<file path="config.mk">
export PLATFORM = sky130hd
export DESIGN_NAME = axi_pim_master_flat
export DESIGN_NICKNAME = d
export VERILOG_FILES = /design/src/rtl/axi_pim_pkg.sv /design/src/rtl/axi_pim_master_if.sv /design/src/rtl/axi_pim_master.sv /design/src/flat_wrapper.sv
export SDC_FILE = /design/constraint.sdc
export NUM_CORES = 1
export LEC_CHECK = 0
export CORE_AREA = 3 3 104 106
export DETAILED_ROUTE_END_ITERATION = 10
export DIE_AREA = 0 0 107 109
export PLACE_DENSITY_LB_ADDON = 0.2
export SETUP_SLACK_MARGIN = 0.05
export SYNTH_ARGS = -nofsm -noshare
export SYNTH_HDL_FRONTEND = slang
export SYNTH_SLANG_ARGS = --single-unit
</file>
<file path="constraint.sdc">
create_clock -name clk -period 4.28 [get_ports clk]
set_input_delay 1.284 -clock clk [delete_from_list [all_inputs] [get_ports clk]]
set_output_delay 1.284 -clock clk [all_outputs]
set_load 0.02 [all_outputs]
</file>
<file path="src/rtl/axi_pim_pkg.sv">
// Shared definitions for the PIM AXI burst master, its bus interface and bench.
package axi_pim_pkg;

  typedef enum logic [2:0] {
    ST_IDLE = 3'd0,
    ST_AW   = 3'd1,
    ST_W    = 3'd2,
    ST_B    = 3'd3,
    ST_AR   = 3'd4,
    ST_R    = 3'd5
  } state_t;

  localparam logic [1:0] BURST_INCR  = 2'b01;
  localparam logic [1:0] RESP_OKAY   = 2'b00;
  localparam logic [1:0] RESP_SLVERR = 2'b10;

  // AXI size encoding for a full-width beat: log2 of the bytes per beat.
  function automatic logic [2:0] axi_size(input int strb_width);
    return 3'($clog2(strb_width));
  endfunction

endpackage

</file>
<file path="src/rtl/axi_pim_master_if.sv">
// Full AXI4 bus between the PIM burst master and the PIM RAM slave.
interface axi_pim_master_if #(
  parameter int DATA_WIDTH = 32,
  parameter int ADDR_WIDTH = 8,
  parameter int STRB_WIDTH = DATA_WIDTH / 8,
  parameter int ID_WIDTH   = 8
);
  // write address channel
  logic [ID_WIDTH-1:0]   awid;
  logic [ADDR_WIDTH-1:0] awaddr;
  logic [7:0]            awlen;
  logic [2:0]            awsize;
  logic [1:0]            awburst;
  logic                  awlock;
  logic [3:0]            awcache;
  logic [2:0]            awprot;
  logic                  awvalid;
  logic                  awready;
  // write data channel
  logic [DATA_WIDTH-1:0] wdata;
  logic [STRB_WIDTH-1:0] wstrb;
  logic                  wlast;
  logic                  wvalid;
  logic                  wready;
  // write response channel
  logic [ID_WIDTH-1:0]   bid;
  logic [1:0]            bresp;
  logic                  bvalid;
  logic                  bready;
  // read address channel
  logic [ID_WIDTH-1:0]   arid;
  logic [ADDR_WIDTH-1:0] araddr;
  logic [7:0]            arlen;
  logic [2:0]            arsize;
  logic [1:0]            arburst;
  logic                  arlock;
  logic [3:0]            arcache;
  logic [2:0]            arprot;
  logic                  arvalid;
  logic                  arready;
  // read data channel
  logic [ID_WIDTH-1:0]   rid;
  logic [DATA_WIDTH-1:0] rdata;
  logic [1:0]            rresp;
  logic                  rlast;
  logic                  rvalid;
  logic                  rready;

  modport master (
    output awid, awaddr, awlen, awsize, awburst, awlock, awcache, awprot, awvalid,
    input  awready,
    output wdata, wstrb, wlast, wvalid,
    input  wready,
    input  bid, bresp, bvalid,
    output bready,
    output arid, araddr, arlen, arsize, arburst, arlock, arcache, arprot, arvalid,
    input  arready,
    input  rid, rdata, rresp, rlast, rvalid,
    output rready
  );

  modport slave (
    input  awid, awaddr, awlen, awsize, awburst, awlock, awcache, awprot, awvalid,
    output awready,
    input  wdata, wstrb, wlast, wvalid,
    output wready,
    output bid, bresp, bvalid,
    input  bready,
    input  arid, araddr, arlen, arsize, arburst, arlock, arcache, arprot, arvalid,
    output arready,
    output rid, rdata, rresp, rlast, rvalid,
    input  rready
  );

endinterface

</file>
<file path="src/rtl/axi_pim_master.sv">
// Single-outstanding AXI4 INCR burst initiator driving the PIM RAM slave from
// a command port plus write/read data streams.
module axi_pim_master
  import axi_pim_pkg::*;
#(
  parameter int DATA_WIDTH = 32,
  parameter int ADDR_WIDTH = 8,
  parameter int STRB_WIDTH = DATA_WIDTH / 8,
  parameter int ID_WIDTH   = 8
) (
  input  logic                  clk,
  input  logic                  rst,
  input  logic                  cmd_valid,
  output logic                  cmd_ready,
  input  logic                  cmd_write,
  input  logic [ADDR_WIDTH-1:0] cmd_addr,
  input  logic [7:0]            cmd_len,
  input  logic [ID_WIDTH-1:0]   cmd_id,
  input  logic [DATA_WIDTH-1:0] wr_data,
  input  logic                  wr_valid,
  output logic                  wr_ready,
  output logic [DATA_WIDTH-1:0] rd_data,
  output logic                  rd_last,
  output logic                  rd_valid,
  input  logic                  rd_ready,
  output logic                  busy,
  output logic                  done,
  output logic                  err,
  axi_pim_master_if.master      m_axi
);

  localparam logic [2:0]            AXI_SIZE  = axi_size(STRB_WIDTH);
  localparam logic [ADDR_WIDTH-1:0] ADDR_MASK = ADDR_WIDTH'(STRB_WIDTH - 1);

  state_t                state_q, state_d;
  logic [ADDR_WIDTH-1:0] addr_q, addr_d;
  logic [7:0]            len_q, len_d;
  logic [7:0]            cnt_q, cnt_d;
  logic [ID_WIDTH-1:0]   id_q, id_d;
  logic                  awvalid_q, awvalid_d;
  logic                  arvalid_q, arvalid_d;
  logic                  err_acc_q, err_acc_d;
  logic                  err_q, err_d;
  logic                  done_q, done_d;

  logic in_w, in_r, last_beat;
  logic accept, aw_hs, w_hs, b_hs, ar_hs, r_hs;
  logic b_bad, r_bad;

  assign in_w      = (state_q == ST_W);
  assign in_r      = (state_q == ST_R);
  assign last_beat = (cnt_q == 8'd0);

  assign accept = cmd_valid && (state_q == ST_IDLE);
  assign aw_hs  = awvalid_q && m_axi.awready;
  assign w_hs   = in_w && wr_valid && m_axi.wready;
  assign b_hs   = (state_q == ST_B) && m_axi.bvalid;
  assign ar_hs  = arvalid_q && m_axi.arready;
  assign r_hs   = in_r && m_axi.rvalid && rd_ready;

  // The slave's last flag is only checked against our own beat count, never trusted.
  assign b_bad = (m_axi.bresp != RESP_OKAY) || (m_axi.bid != id_q);
  assign r_bad = (m_axi.rresp != RESP_OKAY) || (m_axi.rid != id_q) ||
                 (m_axi.rlast != last_beat);

  // State register
  always_ff @(posedge clk or negedge rst) begin
    if (!rst) state_q <= ST_IDLE;
    // NOTE: clocked state always uses <= so every flop samples pre-edge values.
    else      state_q <= state_d;
  end

  // Next-state logic
  always_comb begin
    // NOTE: default first so no path leaves state_d unassigned (no latch).
    state_d = state_q;
    unique case (state_q)
      ST_IDLE: if (accept)              state_d = cmd_write ? ST_AW : ST_AR;
      ST_AW:   if (aw_hs)               state_d = ST_W;
      ST_W:    if (w_hs && last_beat)   state_d = ST_B;
      ST_B:    if (b_hs)                state_d = ST_IDLE;
      ST_AR:   if (ar_hs)               state_d = ST_R;
      ST_R:    if (r_hs && last_beat)   state_d = ST_IDLE;
      default:                          state_d = ST_IDLE;
    endcase
  end

  // Stream/AXI handshake outputs decoded from the current state
  always_comb begin
    cmd_ready    = (state_q == ST_IDLE);
    busy         = (state_q != ST_IDLE);
    wr_ready     = in_w && m_axi.wready;
    m_axi.wvalid = in_w && wr_valid;
    m_axi.wlast  = in_w && last_beat;
    m_axi.bready = (state_q == ST_B);
    m_axi.rready = in_r && rd_ready;
    rd_valid     = in_r && m_axi.rvalid;
    rd_last      = in_r && last_beat;
  end

  // Burst parameters, beat counter and status next values
  always_comb begin
    addr_d    = addr_q;
    len_d     = len_q;
    id_d      = id_q;
    cnt_d     = cnt_q;
    err_acc_d = err_acc_q;
    err_d     = err_q;
    done_d    = 1'b0;
    awvalid_d = (state_d == ST_AW);
    arvalid_d = (state_d == ST_AR);

    if (accept) begin
      addr_d    = cmd_addr & ~ADDR_MASK;
      len_d     = cmd_len;
      id_d      = cmd_id;
      cnt_d     = cmd_len;
      err_acc_d = 1'b0;
      err_d     = 1'b0;
    end

    if (w_hs) cnt_d = cnt_q - 8'd1;

    if (b_hs) begin
      err_d  = b_bad;
      done_d = 1'b1;
    end

    // Mid-burst read errors are collected and published together with done.
    if (r_hs) begin
      cnt_d = cnt_q - 8'd1;
      if (last_beat) begin
        err_d  = err_acc_q || r_bad;
        done_d = 1'b1;
      end else begin
        err_acc_d = err_acc_q || r_bad;
      end
    end
  end

  // Burst parameter, counter and status registers
  always_ff @(posedge clk or negedge rst) begin
    if (!rst) begin
      addr_q    <= '0;
      len_q     <= '0;
      id_q      <= '0;
      cnt_q     <= '0;
      awvalid_q <= 1'b0;
      arvalid_q <= 1'b0;
      err_acc_q <= 1'b0;
      err_q     <= 1'b0;
      done_q    <= 1'b0;
    end else begin
      addr_q    <= addr_d;
      len_q     <= len_d;
      id_q      <= id_d;
      cnt_q     <= cnt_d;
      awvalid_q <= awvalid_d;
      arvalid_q <= arvalid_d;
      err_acc_q <= err_acc_d;
      err_q     <= err_d;
      done_q    <= done_d;
    end
  end

  assign done = done_q;
  assign err  = err_q;

  assign m_axi.awid    = id_q;
  assign m_axi.awaddr  = addr_q;
  assign m_axi.awlen   = len_q;
  assign m_axi.awsize  = AXI_SIZE;
  assign m_axi.awburst = BURST_INCR;
  assign m_axi.awlock  = 1'b0;
  assign m_axi.awcache = 4'd0;
  assign m_axi.awprot  = 3'd0;
  assign m_axi.awvalid = awvalid_q;

  assign m_axi.wdata   = wr_data;
  assign m_axi.wstrb   = '1;

  assign m_axi.arid    = id_q;
  assign m_axi.araddr  = addr_q;
  assign m_axi.arlen   = len_q;
  assign m_axi.arsize  = AXI_SIZE;
  assign m_axi.arburst = BURST_INCR;
  assign m_axi.arlock  = 1'b0;
  assign m_axi.arcache = 4'd0;
  assign m_axi.arprot  = 3'd0;
  assign m_axi.arvalid = arvalid_q;

  assign rd_data = m_axi.rdata;

endmodule
</file>
<file path="src/flat_wrapper.sv">
// flat-port wrapper written by rule: the top's interface ports become plain ports
module axi_pim_master_flat import axi_pim_pkg::*;
#(
  parameter int DATA_WIDTH = 32,
  parameter int ADDR_WIDTH = 8,
  parameter int STRB_WIDTH = DATA_WIDTH / 8,
  parameter int ID_WIDTH   = 8
)
  (clk, rst, cmd_valid, cmd_ready, cmd_write, cmd_addr, cmd_len, cmd_id, wr_data, wr_valid, wr_ready, rd_data, rd_last, rd_valid, rd_ready, busy, done, err, m_axi_awid, m_axi_awaddr, m_axi_awlen, m_axi_awsize, m_axi_awburst, m_axi_awlock, m_axi_awcache, m_axi_awprot, m_axi_awvalid, m_axi_awready, m_axi_wdata, m_axi_wstrb, m_axi_wlast, m_axi_wvalid, m_axi_wready, m_axi_bid, m_axi_bresp, m_axi_bvalid, m_axi_bready, m_axi_arid, m_axi_araddr, m_axi_arlen, m_axi_arsize, m_axi_arburst, m_axi_arlock, m_axi_arcache, m_axi_arprot, m_axi_arvalid, m_axi_arready, m_axi_rid, m_axi_rdata, m_axi_rresp, m_axi_rlast, m_axi_rvalid, m_axi_rready);
  axi_pim_master_if #(.DATA_WIDTH(DATA_WIDTH), .ADDR_WIDTH(ADDR_WIDTH), .STRB_WIDTH(STRB_WIDTH), .ID_WIDTH(ID_WIDTH)) m_axi_i ();
  input  logic clk;
  input  logic rst;
  input  logic cmd_valid;
  output logic cmd_ready;
  input  logic cmd_write;
  input  logic [ADDR_WIDTH-1:0] cmd_addr;
  input  logic [7:0] cmd_len;
  input  logic [ID_WIDTH-1:0] cmd_id;
  input  logic [DATA_WIDTH-1:0] wr_data;
  input  logic wr_valid;
  output logic wr_ready;
  output logic [DATA_WIDTH-1:0] rd_data;
  output logic rd_last;
  output logic rd_valid;
  input  logic rd_ready;
  output logic busy;
  output logic done;
  output logic err;
  output wire logic [$bits(m_axi_i.awid)-1:0] m_axi_awid;
  output wire logic [$bits(m_axi_i.awaddr)-1:0] m_axi_awaddr;
  output wire logic [$bits(m_axi_i.awlen)-1:0] m_axi_awlen;
  output wire logic [$bits(m_axi_i.awsize)-1:0] m_axi_awsize;
  output wire logic [$bits(m_axi_i.awburst)-1:0] m_axi_awburst;
  output wire logic [$bits(m_axi_i.awlock)-1:0] m_axi_awlock;
  output wire logic [$bits(m_axi_i.awcache)-1:0] m_axi_awcache;
  output wire logic [$bits(m_axi_i.awprot)-1:0] m_axi_awprot;
  output wire logic [$bits(m_axi_i.awvalid)-1:0] m_axi_awvalid;
  input wire logic [$bits(m_axi_i.awready)-1:0] m_axi_awready;
  output wire logic [$bits(m_axi_i.wdata)-1:0] m_axi_wdata;
  output wire logic [$bits(m_axi_i.wstrb)-1:0] m_axi_wstrb;
  output wire logic [$bits(m_axi_i.wlast)-1:0] m_axi_wlast;
  output wire logic [$bits(m_axi_i.wvalid)-1:0] m_axi_wvalid;
  input wire logic [$bits(m_axi_i.wready)-1:0] m_axi_wready;
  input wire logic [$bits(m_axi_i.bid)-1:0] m_axi_bid;
  input wire logic [$bits(m_axi_i.bresp)-1:0] m_axi_bresp;
  input wire logic [$bits(m_axi_i.bvalid)-1:0] m_axi_bvalid;
  output wire logic [$bits(m_axi_i.bready)-1:0] m_axi_bready;
  output wire logic [$bits(m_axi_i.arid)-1:0] m_axi_arid;
  output wire logic [$bits(m_axi_i.araddr)-1:0] m_axi_araddr;
  output wire logic [$bits(m_axi_i.arlen)-1:0] m_axi_arlen;
  output wire logic [$bits(m_axi_i.arsize)-1:0] m_axi_arsize;
  output wire logic [$bits(m_axi_i.arburst)-1:0] m_axi_arburst;
  output wire logic [$bits(m_axi_i.arlock)-1:0] m_axi_arlock;
  output wire logic [$bits(m_axi_i.arcache)-1:0] m_axi_arcache;
  output wire logic [$bits(m_axi_i.arprot)-1:0] m_axi_arprot;
  output wire logic [$bits(m_axi_i.arvalid)-1:0] m_axi_arvalid;
  input wire logic [$bits(m_axi_i.arready)-1:0] m_axi_arready;
  input wire logic [$bits(m_axi_i.rid)-1:0] m_axi_rid;
  input wire logic [$bits(m_axi_i.rdata)-1:0] m_axi_rdata;
  input wire logic [$bits(m_axi_i.rresp)-1:0] m_axi_rresp;
  input wire logic [$bits(m_axi_i.rlast)-1:0] m_axi_rlast;
  input wire logic [$bits(m_axi_i.rvalid)-1:0] m_axi_rvalid;
  output wire logic [$bits(m_axi_i.rready)-1:0] m_axi_rready;
  assign m_axi_awid = m_axi_i.awid;
  assign m_axi_awaddr = m_axi_i.awaddr;
  assign m_axi_awlen = m_axi_i.awlen;
  assign m_axi_awsize = m_axi_i.awsize;
  assign m_axi_awburst = m_axi_i.awburst;
  assign m_axi_awlock = m_axi_i.awlock;
  assign m_axi_awcache = m_axi_i.awcache;
  assign m_axi_awprot = m_axi_i.awprot;
  assign m_axi_awvalid = m_axi_i.awvalid;
  assign m_axi_i.awready = m_axi_awready;
  assign m_axi_wdata = m_axi_i.wdata;
  assign m_axi_wstrb = m_axi_i.wstrb;
  assign m_axi_wlast = m_axi_i.wlast;
  assign m_axi_wvalid = m_axi_i.wvalid;
  assign m_axi_i.wready = m_axi_wready;
  assign m_axi_i.bid = m_axi_bid;
  assign m_axi_i.bresp = m_axi_bresp;
  assign m_axi_i.bvalid = m_axi_bvalid;
  assign m_axi_bready = m_axi_i.bready;
  assign m_axi_arid = m_axi_i.arid;
  assign m_axi_araddr = m_axi_i.araddr;
  assign m_axi_arlen = m_axi_i.arlen;
  assign m_axi_arsize = m_axi_i.arsize;
  assign m_axi_arburst = m_axi_i.arburst;
  assign m_axi_arlock = m_axi_i.arlock;
  assign m_axi_arcache = m_axi_i.arcache;
  assign m_axi_arprot = m_axi_i.arprot;
  assign m_axi_arvalid = m_axi_i.arvalid;
  assign m_axi_i.arready = m_axi_arready;
  assign m_axi_i.rid = m_axi_rid;
  assign m_axi_i.rdata = m_axi_rdata;
  assign m_axi_i.rresp = m_axi_rresp;
  assign m_axi_i.rlast = m_axi_rlast;
  assign m_axi_i.rvalid = m_axi_rvalid;
  assign m_axi_rready = m_axi_i.rready;
  axi_pim_master #(.DATA_WIDTH(DATA_WIDTH), .ADDR_WIDTH(ADDR_WIDTH), .STRB_WIDTH(STRB_WIDTH), .ID_WIDTH(ID_WIDTH)) u_core (.clk(clk), .rst(rst), .cmd_valid(cmd_valid), .cmd_ready(cmd_ready), .cmd_write(cmd_write), .cmd_addr(cmd_addr), .cmd_len(cmd_len), .cmd_id(cmd_id), .wr_data(wr_data), .wr_valid(wr_valid), .wr_ready(wr_ready), .rd_data(rd_data), .rd_last(rd_last), .rd_valid(rd_valid), .rd_ready(rd_ready), .busy(busy), .done(done), .err(err), .m_axi(m_axi_i));
endmodule
</file>
# Word-level counts from Yosys, hierarchy flattened
# Cells that the tools add are included.
# Widths: inputs -> output; s select.
# word_totals
wordCells	66
regBits	38
# op_classes
n_eq_ne	10
muxes	21
n_addsub	1
reduce_logical	24
# ops
operator	n
$mux 8	3
$mux 3	7
$pmux 3 s6	1
$ne 8x8->1	2
$logic_and 1x1->1	14
$mux 1	10
$eq 3x3->1 const B	3
$logic_not 8->1	1
$sub 8x1->8 const B	1
$eq 3x1->1 const B	2
$eq 3x2->1 const B	2
$reduce_bool 3->1	2
$logic_or 1x1->1	4
$reduce_bool 2->1	2
$logic_not 3->1	1
$ne 1x1->1	1

# Depth between registers and ports, before layout
# Gate-level depths: netlist of run 1.
# depth
ltp_word	7
mapped_depth	7
depth_no_buf	6

# Least setup slack after synthesis of run 1
# OpenSTA, ideal clock, no wires.
# synth_path
kind	register to output
from	register u_core.cnt_q[0]
to	output port m_axi_wlast
slack_ps	1247
stages_incl_launch_ff	8
arrival_time_ps	1749
cell_sequence	dfrtp_1 -> inv_1 -> ha_1 -> or3b_2 -> or2_1 -> buf_6 -> inv_1 -> and3_1
# synth_between
elab_chain_cells	2
# synth_rtl
element	line_no	text
start: declaration	axi_pim_master.sv:38	logic [7:0] cnt_q, cnt_d;
start signal: assignment	axi_pim_master.sv:157	cnt_q <= cnt_d;
$logic_not 8->1	axi_pim_master.sv:52	assign last_beat = (cnt_q == 8'd0);
$logic_and 1x1->1	axi_pim_master.sv:94	m_axi.wlast = in_w && last_beat;
end: declaration	flat_wrapper.sv:41	output wire logic [$bits(m_axi_i.wlast)-1:0] m_axi_wlast;
# Every way passes these cells.

# Worst setup path after layout of run 1
# Same ends and word-level chain as after synthesis.

==> metrics, run 1 <==
post-synth design cell area 2910 um^2; Layout Nets 484; Final period util 0.918; largest net degree at the start of global routing 39; cts hold-fix bufs 0; die outline width around 110 um; Multi-input gate area 1110 um^2; ANT nets after route 0; Final Skew a little under 0.01 ns; Fill cells between 1000 and 1500; Mapped Cells 343; Boundary Pins 275; Post-synth ARST share 1.00; R2R Setup Slk about 1.9 ns; Worst Slack Setup Final 0.349 ns; drt pass-1 iters 4; Leak 0.00148 uW; number of synthesized flops with an enable pin 0; Max transition margin 0.378; Peak VDD IR 0.000244 V; DPL Wire Length 5150 um; busiest grt layer met2; initial core utilization 0.295; worst hold-check path type reg2reg; root buffer cell clkbuf_8; RR Startpoint u_core.state_q[0]$_DFF_PN0_; Reg2Reg Depth 6; Post-CTS Setup Inserts 0; Setup crit start kind register; met1 Use GR 0.143; crit path kind reg2out; Max-Cap Viols 0; Distinct cells, synth between 50 and 60; routed vias 2116; Avg Cell Area, Syn between 8 and 9 um^2; Min Clock Period, post-route 3.93 ns; Synth Flop Type dfrtp_1; Post-DP Area 3360 um^2; top post-synthesis cells by area dfrtp_1, buf_4, nand2_1; vias per cell between 4 and 5; Clock transition at path regs roughly 0.07 ns; sequential fraction of the synthesis area 0.326; Hold Crit Endpoint u_core.cnt_q[0]$_DFFE_PN0P_; row count 36; initial antenna violation count 0; CP arrival 2.65 ns; routed len/inst around 14 um; met3 usage 0.0343; # diodes 0; Max Transition Viols Final 0; first-pass GRT wire length 10400 um; WHS roughly 0.47 ns; Yosys top cell by area dfrtp_1; status finished clean; PostCTS Resize Cnt 0; area grow syn2layout 18.3%; worst slack, placed 0.383 ns; drt initial violations 59; total gr overflow 0; detailed-route wire length around 7000 um; maximum clock frequency ~0.25 GHz; Setup crit end kind output port; die height 109 um; clk buf depth 2; power per cell area 611 nW/um^2; number of I/O port buffers 110; Total Routing Usage GR 0.113; Cells after DPL 489; worst r2r dst u_core.err_acc_q$_DFF_PN0_; H-tree depth 2; Hold Fails Final Rpt 0; clock latency at the later pin of the worst-skew pair 0.29 ns; Final GP Congestion 0.729; Yosys warning count 0; post-synth top area share 0.326; core footprint 9860 um^2; worst hold start u_core.cnt_q[0]$_DFFE_PN0P_; die area approximately 12000 um^2; share of layout cells above drive strength 1 0.0552; worst hold path cell count 1; post-route cell area approximately 3400 um^2; Seq cells post-synth 38; TritonCTS Buffers 5; via count of the first global-routing pass 2001; worst path required time 3.00 ns; RSZ-0062 raised after global routing false; clk sinks 38; Max Fanout on Critical Path 7; setup violators final 0; CTS tree built; Slew @ Worst Pin between 0.9 and 1 ns; sequential standard cell area 951 um^2; setup TNS 0 ns; non-filler instance count after layout 495; M2 GR Usage 0.188; Remaining DRCs 0
-- critical path, cell delays in order, from the launching register on --
cell and delay (ns):
dfrtp_1 0.39, inv_1 0.08, ha_1 0.19, or3b_2 0.50, or2_1 0.33, inv_1 0.11, and3_1 0.16, clkdlybuf4s50_1 0.60
-- logic make-up after synthesis --
family	Yosys count	share of synthesized area
AND/OR/NAND/NOR	119	0.207
adder cells (fa/ha/maj)	1	0.00429
buffers and inverters	137	0.335
flip-flops	38	0.326
XOR/XNOR	17	0.0511
AO/OA/AOI/OAI	29	0.0730
other	2	0.00258
-- worst max path at each step --
stage	startpoint	to	slack (ns)	cells after the start
floorplan	u_core.cnt_q[0]$_DFFE_PN0P_	m_axi_wlast	1.25	7
global route	u_core.cnt_q[0]$_DFFE_PN0P_	m_axi_wlast	0.22	7
CTS	u_core.cnt_q[0]$_DFFE_PN0P_	m_axi_wlast	0.32	7
finish	u_core.cnt_q[0]$_DFFE_PN0P_	m_axi_wlast	0.35	7
global placement	wr_valid	m_axi_wvalid	0.39	3
detailed placement	wr_valid	m_axi_wvalid	0.38	3
-- cell type report --
type | count | area share
well taps | 133 | 0.0483
multi-input cells | 200 | 0.323
flip-flops and latches | 38 | 0.276
inverters | 6 | 0.00653
clock buffers | 6 | 0.0240
repair buffers | 112 | 0.322
-- Yosys cell counts (3+ instances only) --
library cell and n:
clkbuf_1 5, xnor2_1 14, inv_1 6, nand3_1 5
nand2_1 73, and3_1 3, xor2_1 3, buf_2 4
buf_4 120, nor2_1 6, o211ai_1 3, dfrtp_1 38
a21oi_1 5, nor4_1 5, o21ai_0 6
-- flip-flops by register name (all words and copies together) (netlist names) --
register / cells
u_core.m_axi.araddr: 6
u_core.done: 1
u_core.m_axi.arlen: 8
u_core.err_acc_q: 1
u_core.m_axi.awvalid: 1
u_core.m_axi.arid: 8
u_core.state_q: 3
u_core.m_axi.arvalid: 1
u_core.err: 1
u_core.cnt_q: 8
-- cells in the final DEF (no fill, tap or decap), types with 3 or more instances in the layout --
cell,count
a21oi_1,5
and3_1,3
clkbuf_8,6
clkdlybuf4s50_1,109
conb_1,34
dfrtp_1,38
inv_1,6
nand2_1,73
nand3_1,5
nor2_1,6
nor4_1,5
o211ai_1,3
o21ai_0,6
xnor2_1,14
xor2_1,3
-- metal layers --
layer,vias up,routed length [um]
met5,-,0
met4,0,65
met3,12,584
met2,115,3360
met1,985,2970
li1,1004,-
-- report_power, final --
part | switching [uW] | internal [uW]
clock network | 125 | 124
logic | 576 | 585
registers | 184 | 512
-- per-stage QoR --
| step | power (uW) | utilization |
|---|---|---|
| after floorplan | 1540 | - |
| after global placement | 1870 | 0.341 |
| after detailed placement | 1880 | 0.341 |
| after CTS | 2140 | 0.349 |
| after global routing | 2260 | 0.349 |
| final | 2110 | 0.349 |
Power figures use the tool's default switching activity.
==> run 2, diff against run 1 <==
--- a/config.mk
+++ b/config.mk
@@ -5,6 +5,7 @@
 export SDC_FILE = /design/constraint.sdc
 export NUM_CORES = 1
 export LEC_CHECK = 0
+export CAP_MARGIN = 5
 export CORE_AREA = 3 3 104 106
 export DETAILED_ROUTE_END_ITERATION = 10
 export DIE_AREA = 0 0 107 109
==> results of run 2 <==
Final layout, timing and power as in run 1 (identical DEF).
==> run 3, diff against run 2 <==
--- a/config.mk
+++ b/config.mk
@@ -9,8 +9,9 @@
 export CORE_AREA = 3 3 104 106
 export DETAILED_ROUTE_END_ITERATION = 10
 export DIE_AREA = 0 0 107 109
-export PLACE_DENSITY_LB_ADDON = 0.2
+export PLACE_DENSITY_LB_ADDON = 0.3
 export SETUP_SLACK_MARGIN = 0.05
+export SKIP_CTS_REPAIR_TIMING = 1
 export SYNTH_ARGS = -nofsm -noshare
 export SYNTH_HDL_FRONTEND = slang
 export SYNTH_SLANG_ARGS = --single-unit
==> metrics, run 3 (synthesis results as in run 1) <==
status finished clean; setup violators final 0 (unchanged); post-route cell area 3460 um^2 (+0.25%); die area 11700 um^2 (unchanged); Final period util 0.922 (+0.00311); worst path required time 3.00 ns (about the same); Max Transition Viols Final 0 (unchanged); CTS tree built; CP max-delay cell clkdlybuf4s50_1; number of I/O port buffers 110 (unchanged); Setup crit end kind output port; R2R Setup Slk 1.95 ns (+0.02 ns); core footprint 9860 um^2 (unchanged); drt initial violations 83 (+41%); TritonCTS Buffers 5 (unchanged); Remaining DRCs 0 (unchanged); share of layout cells above drive strength 1 0.0577 (+0.00244); row count 36 (unchanged); clk sinks 38 (unchanged); Sw Share 0.420 (about the same); initial core utilization 0.295 (unchanged); Setup crit start kind register; worst hold path cell count 1 (unchanged); total gr overflow 0 (unchanged); CP arrival 2.66 ns (about the same); setup TNS 0 ns (unchanged); RR Startpoint u_core.state_q[0]$_DFF_PN0_; root buffer cell clkbuf_8; Reg power frac 0.327 (-0.003); H-tree depth 2 (unchanged); Post-DP Area 3360 um^2 (unchanged); Slew @ Worst Pin 0.917 ns (-0.0150 ns); clk buf depth 2 (unchanged); worst-path cell chain inv_1 > ha_1 > or3b_2 > or2_1 > inv_1 > and3_1 > clkdlybuf4s50_1; Hold Crit Endpoint u_core.cnt_q[0]$_DFFE_PN0P_; worst hold start u_core.cnt_q[0]$_DFFE_PN0P_; combinational share of power 0.551 (about the same); Layout Nets 484 (unchanged); Peak VDD IR 0.000257 V (+5.3%); detailed-route wire length 6850 um (-1.8%); Leak 0.00149 uW (+0.34%); Reg2Reg Depth 5 (-1); most frequent cells in the layout clkdlybuf4s50_1, nand2_1, dfrtp_1; Boundary Pins 275 (unchanged); Clock transition at path regs 0.08 ns (about the same); Total Routing Usage GR 0.115 (+0.00146); Final Skew 0.00751 ns (-0.00214 ns); first-pass GRT wire length 10500 um (+0.73%); internal cell power 1230 uW (+0.51%); Max transition margin 0.387 (+0.00851); drt pass-1 iters 4 (unchanged); via count of the first global-routing pass 2041 (+2.0%); RSZ-0062 raised after global routing false; Max Fanout on Critical Path 7 (unchanged); vias per cell 4.22 (-1.3%); routed len/inst 13.8 um (-2.2%); most frequent CP cell inv_1; worst hold-check path type reg2reg; die height 109 um (unchanged); commonest non-fill, non-tap cell in the layout clkdlybuf4s50_1; Final GP Congestion 0.766 (+5.0%); largest net degree at the start of global routing 39 (unchanged); # diodes 0 (unchanged); Min Clock Period, post-route 3.94 ns (+0.0133 ns); power per cell area 612 nW/um^2 (+0.20%); ANT nets after route 0 (unchanged); routed vias 2097 (-0.90%); NetSw 889 uW (+0.39%); crit path kind reg2out; max incr delay on CP 0.60 ns (about the same); clock latency at the later pin of the worst-skew pair 0.29 ns (about the same); initial antenna violation count 0 (unchanged); area grow syn2layout 18.6%; worst r2r dst u_core.err$_DFF_PN0_; maximum clock frequency 0.254 GHz (-0.34%); die outline width 107 um (unchanged); Max-Cap Viols 0 (unchanged); Hold Fails Final Rpt 0 (unchanged); Clock power frac 0.122 (+0.003); DPL Wire Length 5170 um (+0.34%); Fill cells 1035 (+1.6%)
-- run 3: metal layers --
metal,global-route usage,part of all wire
met4,0.0429,0.014
met3,0.0403,0.091
met5,0,0
met1,0.141,0.42
met2,0.187,0.48
-- run 3: worst max path at each step --
| stage | from | to |
|---|---|---|
| floorplan | u_core.cnt_q[0]$_DFFE_PN0P_ | m_axi_wlast |
| global placement | wr_valid | m_axi_wvalid |
| detailed placement | wr_valid | m_axi_wvalid |
| CTS | u_core.cnt_q[0]$_DFFE_PN0P_ | m_axi_wlast |
| global route | u_core.cnt_q[0]$_DFFE_PN0P_ | m_axi_wlast |
| finish | u_core.cnt_q[0]$_DFFE_PN0P_ | m_axi_wlast |
-- run 3: layout make-up --
| type | instances | area [um^2] | share of cell area |
|---|---|---|---|
| Clock buffer | 7 | 86.3 | 0.0250 |
| Clock inverter | 1 | 5.00 | 0.00145 |
| Inverter | 6 | 22.5 | 0.00652 |
| Multi-Input combinational cell | 200 | 1110 | 0.322 |
| Sequential cell | 38 | 951 | 0.275 |
| Tap cell | 133 | 166 | 0.0482 |
| Timing Repair Buffer | 112 | 1110 | 0.322 |
-- run 3: metrics by stage --
stage                     std cells  power, uW  utilization  worst slack (ns)  hold slack (ns)
final                           497       2120        0.350             0.336            0.470
after CTS                       497       2160        0.350             0.310            0.478
after floorplan                 375       1540            -              1.25            0.433
after detailed placement        489       1880        0.341             0.394            0.466
after global routing            497       2270        0.350             0.201            0.491
after global placement          489       1870        0.341             0.398            0.455
-- run 3: power groups by stage --
stage | Clock, uW | Combinational, uW | Sequential [uW]
finish | 258 | 1170 | 692
global route | 287 | 1250 | 727
CTS | 275 | 1180 | 699
detailed placement | 0 | 1180 | 701
global placement | 0 | 1170 | 697
floorplan | 0 | 750 | 791
-- run 3: critical path: cells and delay by family, from the launching register on --
family	cells	cell delay, ns
adder cells (fa/ha/maj)	1	0.18
AND/OR/NAND/NOR	3	0.98
buffers and inverters	3	0.81
flip-flops	1	0.40
